$ cat src/rtl/rot_buffer_scheduler.sv
// rot_buffer_scheduler: sole owner of rot_frame_buffer's control port; arbitrates display reads, voxel writes, flushes.
// Latency: read grant -> col_valid 3 cycles; write/flush strobe 1 cycle after grant, then wait on buf_busy.
// Backpressure: vox_ready drops while the voxel FIFO is full; ops are never preempted, others wait in pending flags.
// Ports: clk_in/rst_in (sync, active-high); vox_* rasteriser write stream; flush_req/flush_done frame sequencer;
//        disp_theta encoder angle; col_valid/col_theta read result strobe; buf_* buffer control; read_miss_count.
// Build option: define ROT_SCHED_STATS_EN to build the saturating read_miss_count; otherwise it is tied to 0.
module rot_buffer_scheduler #(
  parameter int ROTATIONAL_RES = 1024,
  parameter int DISPLAY_RADIUS = 32,
  parameter int DISPLAY_HEIGHT = 64,
  parameter int FIFO_DEPTH     = 16,
  localparam int TW = $clog2(ROTATIONAL_RES),
  localparam int RW = $clog2(DISPLAY_RADIUS),
  localparam int ZW = $clog2(DISPLAY_HEIGHT)
) (
  input  logic          clk_in,
  input  logic          rst_in,
  input  logic          vox_valid,
  output logic          vox_ready,
  input  logic [RW-1:0] vox_radius,
  input  logic [TW-1:0] vox_theta,
  input  logic [ZW-1:0] vox_z,
  input  logic          flush_req,
  output logic          flush_done,
  input  logic [TW-1:0] disp_theta,
  output logic          col_valid,
  output logic [TW-1:0] col_theta,
  output logic          buf_flush,
  output logic          buf_new_data,
  output logic [RW-1:0] buf_radius,
  output logic [TW-1:0] buf_theta_write,
  output logic [ZW-1:0] buf_z,
  output logic [TW-1:0] buf_theta_read,
  input  logic          buf_busy,
  output logic [15:0]   read_miss_count
);

  localparam int AW = $clog2(FIFO_DEPTH);
  localparam int VW = RW + TW + ZW;
  localparam logic [AW:0] FULL_CNT = (AW+1)'(FIFO_DEPTH);

  typedef enum logic [2:0] {IDLE, RD_ISSUE, RD_WAIT, WR_ISSUE, WR_WAIT, FL_ISSUE, FL_WAIT} state_t;

  state_t        state;
  logic          wait_skip;   // first cycle of a *_WAIT state
  logic [TW-1:0] disp_q;
  logic [TW-1:0] rd_theta;
  logic          rd_pend;
  logic          rd_new;      // a newer angle arrived while a read was in flight
  logic          fl_pend;

  // Voxel FIFO
  logic [VW-1:0] mem [FIFO_DEPTH];
  logic [AW-1:0] wr_ptr, rd_ptr;
  logic [AW:0]   count, count_nxt;
  logic          push, pop;

  logic theta_chg, in_rd, idle_free, grant_rd, grant_fl, grant_wr, rd_done, fl_exit;

  assign theta_chg = (disp_theta != disp_q);
  assign in_rd     = (state == RD_ISSUE) || (state == RD_WAIT);
  assign idle_free = (state == IDLE) && !buf_busy;
  assign grant_rd  = idle_free && rd_pend;
  assign grant_fl  = idle_free && !rd_pend && fl_pend;
  assign grant_wr  = idle_free && !rd_pend && !fl_pend && (count != '0);
  assign rd_done   = (state == RD_WAIT) && !wait_skip;
  assign fl_exit   = (state == FL_WAIT) && !wait_skip && !buf_busy;

  assign push = vox_valid && vox_ready;
  assign pop  = grant_wr;

  always_comb begin
    count_nxt = count;
    if (push && !pop)      count_nxt = count + (AW+1)'(1);
    else if (pop && !push) count_nxt = count - (AW+1)'(1);
  end

  always_ff @(posedge clk_in) begin
    if (push) mem[wr_ptr] <= {vox_radius, vox_theta, vox_z};
  end

  always_ff @(posedge clk_in) begin
    if (rst_in) begin
      wr_ptr    <= '0;
      rd_ptr    <= '0;
      count     <= '0;
      vox_ready <= 1'b0;
    end else begin
      if (push) wr_ptr <= wr_ptr + AW'(1);
      if (pop)  rd_ptr <= rd_ptr + AW'(1);
      count     <= count_nxt;
      // Registered so a pop on a full FIFO frees the slot only from the next cycle.
      vox_ready <= (count_nxt != FULL_CNT);
    end
  end

  // Pending request tracking
  always_ff @(posedge clk_in) begin
    if (rst_in) begin
      disp_q   <= '0;
      rd_theta <= '0;
      rd_pend  <= 1'b0;
      rd_new   <= 1'b0;
      fl_pend  <= 1'b0;
    end else begin
      if (theta_chg) begin
        disp_q   <= disp_theta;
        rd_theta <= disp_theta;
        rd_pend  <= 1'b1;
        // The in-flight angle is latched in buf_theta_read, so a change now is a fresh request.
        rd_new   <= (in_rd && !rd_done) || grant_rd;
      end else if (rd_done) begin
        rd_pend  <= rd_new;
        rd_new   <= 1'b0;
      end
      // A repeated request while one is pending simply merges.
      if (fl_exit)        fl_pend <= 1'b0;
      else if (flush_req) fl_pend <= 1'b1;
    end
  end

  // Control FSM with registered buffer strobes
  always_ff @(posedge clk_in) begin
    if (rst_in) begin
      state           <= IDLE;
      wait_skip       <= 1'b0;
      col_valid       <= 1'b0;
      col_theta       <= '0;
      flush_done      <= 1'b0;
      buf_flush       <= 1'b0;
      buf_new_data    <= 1'b0;
      buf_radius      <= '0;
      buf_theta_write <= '0;
      buf_z           <= '0;
      buf_theta_read  <= '0;
    end else begin
      col_valid    <= 1'b0;
      flush_done   <= 1'b0;
      buf_flush    <= 1'b0;
      buf_new_data <= 1'b0;
      case (state)
        IDLE: begin
          if (grant_rd) begin
            state          <= RD_ISSUE;
            buf_theta_read <= rd_theta;
          end else if (grant_fl) begin
            state     <= FL_ISSUE;
            buf_flush <= 1'b1;
          end else if (grant_wr) begin
            state        <= WR_ISSUE;
            buf_new_data <= 1'b1;
            {buf_radius, buf_theta_write, buf_z} <= mem[rd_ptr];
          end
        end
        RD_ISSUE: begin
          state     <= RD_WAIT;
          wait_skip <= 1'b1;
        end
        RD_WAIT: begin
          if (wait_skip) begin
            wait_skip <= 1'b0;
            col_valid <= 1'b1;
            col_theta <= buf_theta_read;
          end else begin
            state <= IDLE;
          end
        end
        WR_ISSUE, FL_ISSUE: begin
          // Buffer raises busy one cycle after a strobe, hence the skip cycle.
          state     <= (state == WR_ISSUE) ? WR_WAIT : FL_WAIT;
          wait_skip <= 1'b1;
        end
        WR_WAIT: begin
          if (wait_skip)      wait_skip <= 1'b0;
          else if (!buf_busy) state     <= IDLE;
        end
        FL_WAIT: begin
          if (wait_skip) begin
            wait_skip <= 1'b0;
          end else if (!buf_busy) begin
            state      <= IDLE;
            flush_done <= 1'b1;
          end
        end
        default: state <= IDLE;
      endcase
    end
  end

`ifdef ROT_SCHED_STATS_EN
  // Miss: the pending angle was replaced before its read was granted.
  logic miss;
  assign miss = theta_chg && ((rd_pend && !in_rd && !grant_rd) || rd_new);

  always_ff @(posedge clk_in) begin
    if (rst_in)                                    read_miss_count <= 16'd0;
    else if (miss && (read_miss_count != 16'hFFFF)) read_miss_count <= read_miss_count + 16'd1;
  end
`else
  assign read_miss_count = 16'd0;
`endif

endmodule
$ cat config.mk
export PLATFORM = sky130hd
export DESIGN_NAME = rot_buffer_scheduler
export DESIGN_NICKNAME = d
export VERILOG_FILES = /design/src/rtl/rot_buffer_scheduler.sv
export SDC_FILE = /design/constraint.sdc
export NUM_CORES = 1
export LEC_CHECK = 0
export ABC_AREA = 1
export BUFFER_PORTS_ARGS = -buffer_cell sky130_fd_sc_hd__buf_4
export CORE_UTILIZATION = 30
export DETAILED_ROUTE_END_ITERATION = 10
export PLACE_DENSITY_LB_ADDON = 0.3
export SLEW_MARGIN = 25
export SYNTH_ARGS = -nofsm -noshare
export SYNTH_HDL_FRONTEND = slang
export SYNTH_SLANG_ARGS = --single-unit
$ cat constraint.sdc
create_clock -name clk_in -period 2.85 [get_ports clk_in]
set_input_delay 0.285 -clock clk_in [delete_from_list [all_inputs] [get_ports clk_in]]
set_output_delay 0.285 -clock clk_in [all_outputs]
set_load 0.1 [all_outputs]
# After elaboration in Yosys (flattened, before gate mapping)
# Memory sizes are Yosys's and may differ from the RTL's. A register that Yosys moved wholly into a read port is not among the register bits.
# Cells that the tools add are included.
[word_totals] reg_bits=55 in_bits=36 memories=1 ram_bits=336 out_inout_bits=62 wordCells=98
[op_classes] add_sub_neg=4 n_eq_ne=12 reduce_logical=39 muxes=21 bitwise=5
[mem_list] name="mem" words=16 word_bits=21 read_ports=1 rd_clocked_by_memory_dff=1 wr=1 line_no="53" text="logic [VW-1:0] mem [FIFO_DEPTH];"
[ops] cell="$mux 3" count=6
[ops] cell="$pmux 3 s5" count=1
[ops] cell="$logic_and 1x1->1" count=13
[ops] cell="$reduce_or 3->1" count=4
[ops] cell="$mux 1" count=10
[ops] cell="$mux 5" count=2
[ops] cell="$ne 10x10->1" count=1
[ops] cell="$eq 3x3->1 const B" count=3
[ops] cell="$add 4x1->4 const B" count=2
[ops] cell="$reduce_and 4->1" count=2
[ops] cell="$reduce_or 2->1" count=4
[ops] cell="$logic_not 1->1" count=7
[ops] cell="$eq 3x2->1 const B" count=2
[ops] cell="$ne 2x2->1 const B" count=3
[ops] cell="$add 5x1->5 const B" count=1
[ops] cell="$ne 5x5->1 const B" count=1
[ops] cell="$not 1->1" count=5
[ops] cell="$reduce_bool 5->1" count=1
[ops] cell="$sub 5x1->5 const B" count=1
[ops] cell="$ne 4x4->1 const B" count=1
[ops] cell="$reduce_and 2->1" count=2
[ops] cell="$reduce_bool 2->1" count=2
[ops] cell="$reduce_or 4->1" count=1
[ops] cell="$eq 3x1->1 const B" count=1
[ops] cell="other kinds (4)" count=5

# Depth between registers and ports, before layout
# Gate-level depths: netlist of the first run.
[depth] depth_word=9 depth_mapped=14 ltp_nobuf=14

# Worst setup path after synthesis of the first run
# No wires, ideal clock.
[synth_timing] kind="register -> register" startpoint="register vox_ready" endpoint="memory mem[0][0] in the netlist's numbering, enable pin" period_less_slack_ns=2.931 stages_incl_launch_ff=5 n_path_buf=0 setup_time_ns=0.399 setup_slack_ns=-0.081 t_arrival_ns=2.533 t_required_ns=2.451 path_cell_list="dfxtp_1 nand2_2 inv_1 nand2_1 nor2_1"
[synth_via] elab_chain_len=3
[synth_rtl] item="start, declared" line_no="19" text="output logic vox_ready,"
[synth_rtl] item="start signal, assigned" line_no="93" text="vox_ready <= (count_nxt != FULL_CNT);"
[synth_rtl] item="$logic_and 1x1->1" line_no="69" text="assign push = vox_valid && vox_ready;"
[synth_rtl] item="$mux 1" line_no="79" text="if (push) mem[wr_ptr] <= {vox_radius, vox_theta, vox_z};"
[synth_rtl] item="$mux 1 (not written as such)" line_no="79"
[synth_rtl] item="end, declared" line_no="53"
# No other way between the ends.

# Worst setup path in the final report of the first run
[layout_timing] startpoint="register vox_ready" endpoint="memory mem[10][0] in the netlist's numbering, enable pin"
# The elaborated chain is that of the path after synthesis.

==> results of run 1 <==
-- metrics by stage --
stage / cell area, um^2 / util / hold WS (ns) / setup TNS (ns)
finish: 19200 / 0.355 / 0.0364 / 0
global route: 19200 / 0.355 / 0.0335 / 0
CTS: 19200 / 0.355 / 0.0158 / 0
detailed placement: 17800 / 0.329 / 0.470 / 0
global placement: 17800 / 0.329 / 0.463 / 0
floorplan: 16500 / - / 0.384 / -20.46
-- worst paths after layout --
kind / from / endpoint / slack (ns) / cells after the start
setup reg to reg: vox_ready / mem[10][0] / 0.84 / 5
hold reg to reg: buf_theta_read[9] / col_theta[9] / 0.48 / 2
hold / removal: vox_z[5] / mem[11][5] / 0.04 / 1
setup / recovery: vox_ready / mem[10][0] / 0.84 / 5
-- kinds of logic after synthesis --
kind of cell / synth area share
xor+xnor: 0.00639
simple gates: 0.109
compound gates: 0.121
flops: 0.705
fa+ha+maj: 0.00608
other cells: 0.000228
buf+inv: 0.0515
-- flip-flops by register name (all words and copies together) (netlist names) --
name / flops
rd_pend: 1
buf_theta_write: 10
buf_flush: 1
col_valid: 1
wr_ptr: 4
flush_done: 1
count: 5
vox_ready: 1
rd_new: 1
state: 3
wait_skip: 1
buf_z: 6
buf_theta_read: 10
fl_pend: 1
mem: 336
rd_theta: 10
rd_ptr: 4
col_theta: 10
buf_radius: 5
buf_new_data: 1
-- cells in the final DEF, fill, tap and decap left out, types with 10 or more instances in the layout --
cell type        n
inv_1           63
dfxtp_1         73
nor2_1         275
nor2_2          18
o211ai_1        30
edfxtp_1       336
a21oi_1         15
clkbuf_16       43
nand2_1         64
clkinv_1        12
o21ai_1         17
o22ai_1         28
dlygate4sd3_1   11
nand3_1         48
buf_4          121
clkbuf_1        10
o221ai_1        56
conb_1          16
o21ai_0        180
-- repair_timing --
item	CTS	global route
setup endpoints to repair	0	0
endpoints found under the hold margin	11	0
hold buffers	11	0
setup buffers	0	0
gates resized for setup	0	0
-- cells in the mapped netlist (5+ instances only) --
master,instances,area share
edfxtp_1,336,0.61
nor2_1,291,0.066
o21ai_0,180,0.055
dfxtp_1,76,0.092
nand2_1,64,0.015
inv_1,63,0.014
o221ai_1,56,0.030
nand3_1,48,0.015
clkbuf_1,38,0.0087
buf_4,30,0.014
o211ai_1,30,0.014
o22ai_1,28,0.011
buf_2,24,0.0073
o21ai_1,17,0.0052
a21oi_1,15,0.0046
buf_6,9,0.0062
ha_1,8,0.0061
xor2_1,7,0.0037
nor3_1,6,0.0018
xnor2_1,5,0.0027
-- area by class of cell --
cell class | count | share of cell area
clock buffers | 57 | 0.0609
clock inverters | 19 | 0.00587
inverters | 67 | 0.0132
multi-input cells | 798 | 0.214
flip-flops and latches | 412 | 0.606
well taps | 696 | 0.0454
repair buffers | 134 | 0.0552
-- where the power goes --
group	internal (uW)	switching, uW	total [uW]	leakage [uW]
Combinational	560	1620	2180	0.00248
Sequential	6670	131	6800	0.00365
Clock	2960	2220	5170	0.000628
-- metal layers --
layer / GRT usage / up-vias
met1: 0.202 / 5300
met4: 0.0403 / 0
met5: 0 / -
met3: 0.0274 / 58
li1: - / 5063
met2: 0.233 / 284
-- critical path: cells and delay by family (launching register included) --
kind | cells | cell delay (ns)
flops | 1 | 0.39
simple gates | 3 | 0.53
buf+inv | 2 | 0.72
==> impl_metrics.env, run 1 <==
export IMPL_wl_per_cell_um=18.6
export IMPL_dp_hpwl_mm=23.0
export IMPL_gp_congestion=0.733
export IMPL_core_mm2=0.0540
export IMPL_fmax_mhz=497
export IMPL_drc=0
export IMPL_finalCriticalPeriod_ns=2.01
export IMPL_fp_dieW_um=236
export IMPL_ys_flop_type="edfxtp_1"
export IMPL_clock_sinks=412
export IMPL_cts_buffers=42
export IMPL_slowest_delay_ns=0.45
export IMPL_finalCritPeriodShare=0.706
export IMPL_grt_max_degree=87
export IMPL_drv_cap=0
export IMPL_crit_path_cell_trace="nand2_2 > inv_1 > nand2_1 > nor2_2 > buf_4"
export IMPL_synthArstFlopShare=0
export IMPL_critPathMaxFanout=21
export IMPL_diodes=0
export IMPL_ir_drop_mv=0.546
export IMPL_vias=10705
export IMPL_synth_edf_count=336
export IMPL_rsz0062_at_grt="no"
export IMPL_area_growth_pct=16.6
export IMPL_yosysSeqAreaShare=0.705
export IMPL_fillers=5255
export IMPL_port_buffers=81
export IMPL_route_met2_wl_mm=18.5
export IMPL_required_ns=3.01
export IMPL_ff_latch_area_mm2=0.0116
export IMPL_top_layer_used="met4"
export IMPL_critPathLaunchType="register"
export IMPL_die_h_um=236
export IMPL_netlist_instances=1364
export IMPL_hp_class="in2reg"
export IMPL_worst_slew_pin_slew_ns=0.957
export IMPL_synth_distinct_cells=38
export IMPL_fin_cells=2183
export IMPL_cts_tree="yes"
export IMPL_nets=1499
export IMPL_avgSynthCellArea_um2=12.1
export IMPL_grt_pass1_vias=10766
export IMPL_power_leakage_uw=0.00676
export IMPL_final_setup_viol_count=0
export IMPL_fp_dieArea_mm2=0.0558
export IMPL_io_pins=98
export IMPL_synth_warnings=0
export IMPL_worstSetupEndpointType="register"
export IMPL_layout_setup_ws_ns=0.838
export IMPL_cts_root_buf="clkbuf_16"
export IMPL_slew_headroom=0.361
export IMPL_synth_area_mm2=0.0165
export IMPL_dp_worst_setup_slack_ns=0.873
export IMPL_ys_ff_latch=412
export IMPL_layout_drive_gt1_share=0.147
export IMPL_fin_skew_ns=0.0192
export IMPL_drt_total_wl_mm=40.6
export IMPL_cts_path_max_buffers=3
export IMPL_start_util=0.305
export IMPL_wl_met1_mm=19.0
export IMPL_antenna_found_initial=0
export IMPL_grt_pass1_wl_mm=63.1
export IMPL_arrival_ns=2.18
export IMPL_crit_slowest_cell="buf_4"
export IMPL_power_uw=14200
export IMPL_status="complete, no violations"
export IMPL_critical_path_class="reg2reg"
export IMPL_p_per_area_mw_per_mm2=738
export IMPL_worstSkewPairLatency_ns=0.54
export IMPL_grt_overflow=0
export IMPL_ant_nets=0
export IMPL_wl_met3_mm=2.33
export IMPL_drt_pass1_iter_count=5
export IMPL_track_usage=0.146
export IMPL_detail_route_iter0_violations=759
export IMPL_clkTransAtPathRegs_ns=0.06
export IMPL_vias_per_cell=4.90
export IMPL_slew_violations=0
export IMPL_hold_viol=0
export IMPL_multiInputGateArea_mm2=0.00410
export IMPL_rows=85
export IMPL_dp_cells=2096
export IMPL_ctsHtreeMaxLevel=2
Power figures use the tool's default switching activity.
==> inputs of run 2 (changes only) <==
==> constraint.sdc (replaced) <==
create_clock -name clk_in -period 1.7 [get_ports clk_in]
set_input_delay 0.17 -clock clk_in [delete_from_list [all_inputs] [get_ports clk_in]]
set_output_delay 0.17 -clock clk_in [all_outputs]
set_load 0.1 [all_outputs]
==> run 2 against run 1 <==
Against the previous run:
- worst hold slack got worse by 0.0086 ns
- design area increased by 7.4%
- clock power increased by 79%
- combinational power increased by 89%
- highest routed layer is now met5
==> impl_metrics.env, run 2 (same netlist as run 1, synthesis figures left out) <==
export IMPL_status="complete, no violations"
export IMPL_port_buffers=81
export IMPL_vias=11125
export IMPL_route_met2_wl_mm=20.3
export IMPL_reg2reg_depth=14
export IMPL_diodes=0
export IMPL_grt_pass1_wl_mm=66.5
export IMPL_start_util=0.305
export IMPL_largest_reg_flops=336
export IMPL_grt_max_degree=58
export IMPL_ant_nets=0
export IMPL_drc=0
export IMPL_hold_viol=0
export IMPL_power_leakage_uw=0.00734
export IMPL_regMostFlops="mem"
export IMPL_layout_setup_ws_ns=0.0545
export IMPL_cts_root_buf="clkbuf_16"
export IMPL_fmax_mhz=608
export IMPL_grt_overflow=0
export IMPL_setup_tns_ns=0
export IMPL_dp_hpwl_mm=25.8
export IMPL_power_uw=24800
export IMPL_cts_tree="yes"
export IMPL_final_setup_viol_count=0
export IMPL_finalCriticalPeriod_ns=1.65
export IMPL_drv_cap=0
export IMPL_wl_per_cell_um=19.4
export IMPL_critPathMaxFanout=8
export IMPL_worstSetupEndpoint="vox_ready"
export IMPL_placed_area_mm2=0.0186
export IMPL_required_ns=2.13
export IMPL_area_growth_pct=25.2
export IMPL_fin_area_mm2=0.0206
export IMPL_cts_path_max_buffers=3
export IMPL_rrSetupSlack_ns=0.05
export IMPL_fin_skew_ns=0.0218
export IMPL_finalCritPeriodShare=0.968
export IMPL_ir_drop_mv=0.849
export IMPL_rsz0062_at_grt="yes"
export IMPL_wl_met3_mm=2.61
export IMPL_track_usage=0.155
export IMPL_vias_per_cell=4.93
export IMPL_cts_buffers=43
export IMPL_hp_class="in2reg"
export IMPL_layout_drive_gt1_share=0.184
export IMPL_p_per_area_mw_per_mm2=1200
export IMPL_worst_path_buf_inv=2
export IMPL_top_layer_used="met5"
export IMPL_ctsHtreeMaxLevel=2
export IMPL_drt_total_wl_mm=43.7
export IMPL_nets=1571
export IMPL_cp_top_family="simple AND/OR/NAND/NOR gates"
export IMPL_rows=85
export IMPL_fp_dieW_um=236
export IMPL_die_h_um=236
export IMPL_reg2reg_from="count[0]"
export IMPL_core_mm2=0.0540
export IMPL_detail_route_iter0_violations=838
export IMPL_slew_violations=0
export IMPL_fin_cells=2257
export IMPL_fp_dieArea_mm2=0.0558
export IMPL_worstSkewPairLatency_ns=0.56
export IMPL_dp_cells=2126
export IMPL_io_pins=98
export IMPL_grt_pass1_vias=10993
export IMPL_cp_startpoint="count[0]"
export IMPL_final_cell_mix="edfxtp_1, nor2_1, o21ai_0"
export IMPL_crit_path_cell_trace="inv_2 > ha_4 > inv_2 > nor2_4 > a21oi_4 > nand2_4 > nand2_8 > nand2_4 > nand2_2 > nand2_2 > nor2_2 > nand3_1 > nand2_1 > nand2_1"
export IMPL_worstSetupPathDepth=14
export IMPL_critical_path_class="reg2reg"
export IMPL_wl_met1_mm=20.2
export IMPL_final_common_cell="edfxtp_1"
export IMPL_r2r_end="vox_ready"
export IMPL_drt_pass1_iter_count=4
export IMPL_critPathLaunchType="register"
export IMPL_slowest_delay_ns=0.33
export IMPL_dp_worst_setup_slack_ns=0.0144
export IMPL_antenna_found_initial=1
export IMPL_arrival_ns=2.07
export IMPL_crit_slowest_cell="dfxtp_2"
export IMPL_clock_sinks=412
export IMPL_worstSetupEndpointType="register"
export IMPL_clkTransAtPathRegs_ns=0.06
export IMPL_gp_congestion=0.754
[run 2: worst min-delay path by stage]
stage | startpoint | end | slack [ns] | cells past startpoint
5_1_grt | vox_valid | wr_ptr[1] | 0.03 | 3
3_5_place_dp | flush_req | fl_pend | 0.40 | 3
6_report | vox_valid | wr_ptr[1] | 0.03 | 3
4_1_cts | vox_valid | wr_ptr[1] | 0.001 | 3
3_3_place_gp | disp_theta[7] | rd_theta[7] | 0.39 | 3
2_1_floorplan | vox_z[0] | mem[0][0] | 0.27 | 0
[run 2: timing repair]
action | in CTS | in global routing
hold endpoints to repair | 349 | 0
setup endpoints to repair | 0 | 36
hold buffers | 44 | 0
buffers inserted | 0 | 5
resized for setup | 0 | 23
[run 2: cell type report]
cell class,count,area [um^2]
timing repair buffer,205,2200
fill,5117,33400
clock inverter,11,120
tap,696,871
clock buffer,68,1270
sequential,412,11600
multi-input combinational,798,4270
inverter,67,258
[run 2: routing by layer]
layer	vias up	global-route usage
met5	-	0
met4	2	0.0344
met3	48	0.0308
met2	300	0.251
met1	5562	0.214
li1	5213	-
[run 2: power by group]
part | internal (uW) | switching (uW) | total (uW) | leakage (uW)
Sequential | 11200 | 215 | 11400 | 0.00365
Clock | 5440 | 3790 | 9230 | 0.000682
Combinational | 1250 | 2880 | 4130 | 0.00301
Total | 17900 | 6890 | 24800 | 0.00734
[run 2: through the flow]
step           utilization  hold slack (ns)
2_1_floorplan            -            0.269
3_3_place_gp         0.344            0.385
3_5_place_dp         0.344            0.397
4_1_cts              0.378          0.00127
5_1_grt              0.382           0.0306
6_report             0.382           0.0277
[run 2: worst min-delay path, delay by kind of cell]
family / cells / cell delay (ns)
AND/OR/NAND/NOR: 1 / 0.13
AO/OA/AOI/OAI: 1 / 0.09
buffers and inverters: 1 / 0.12
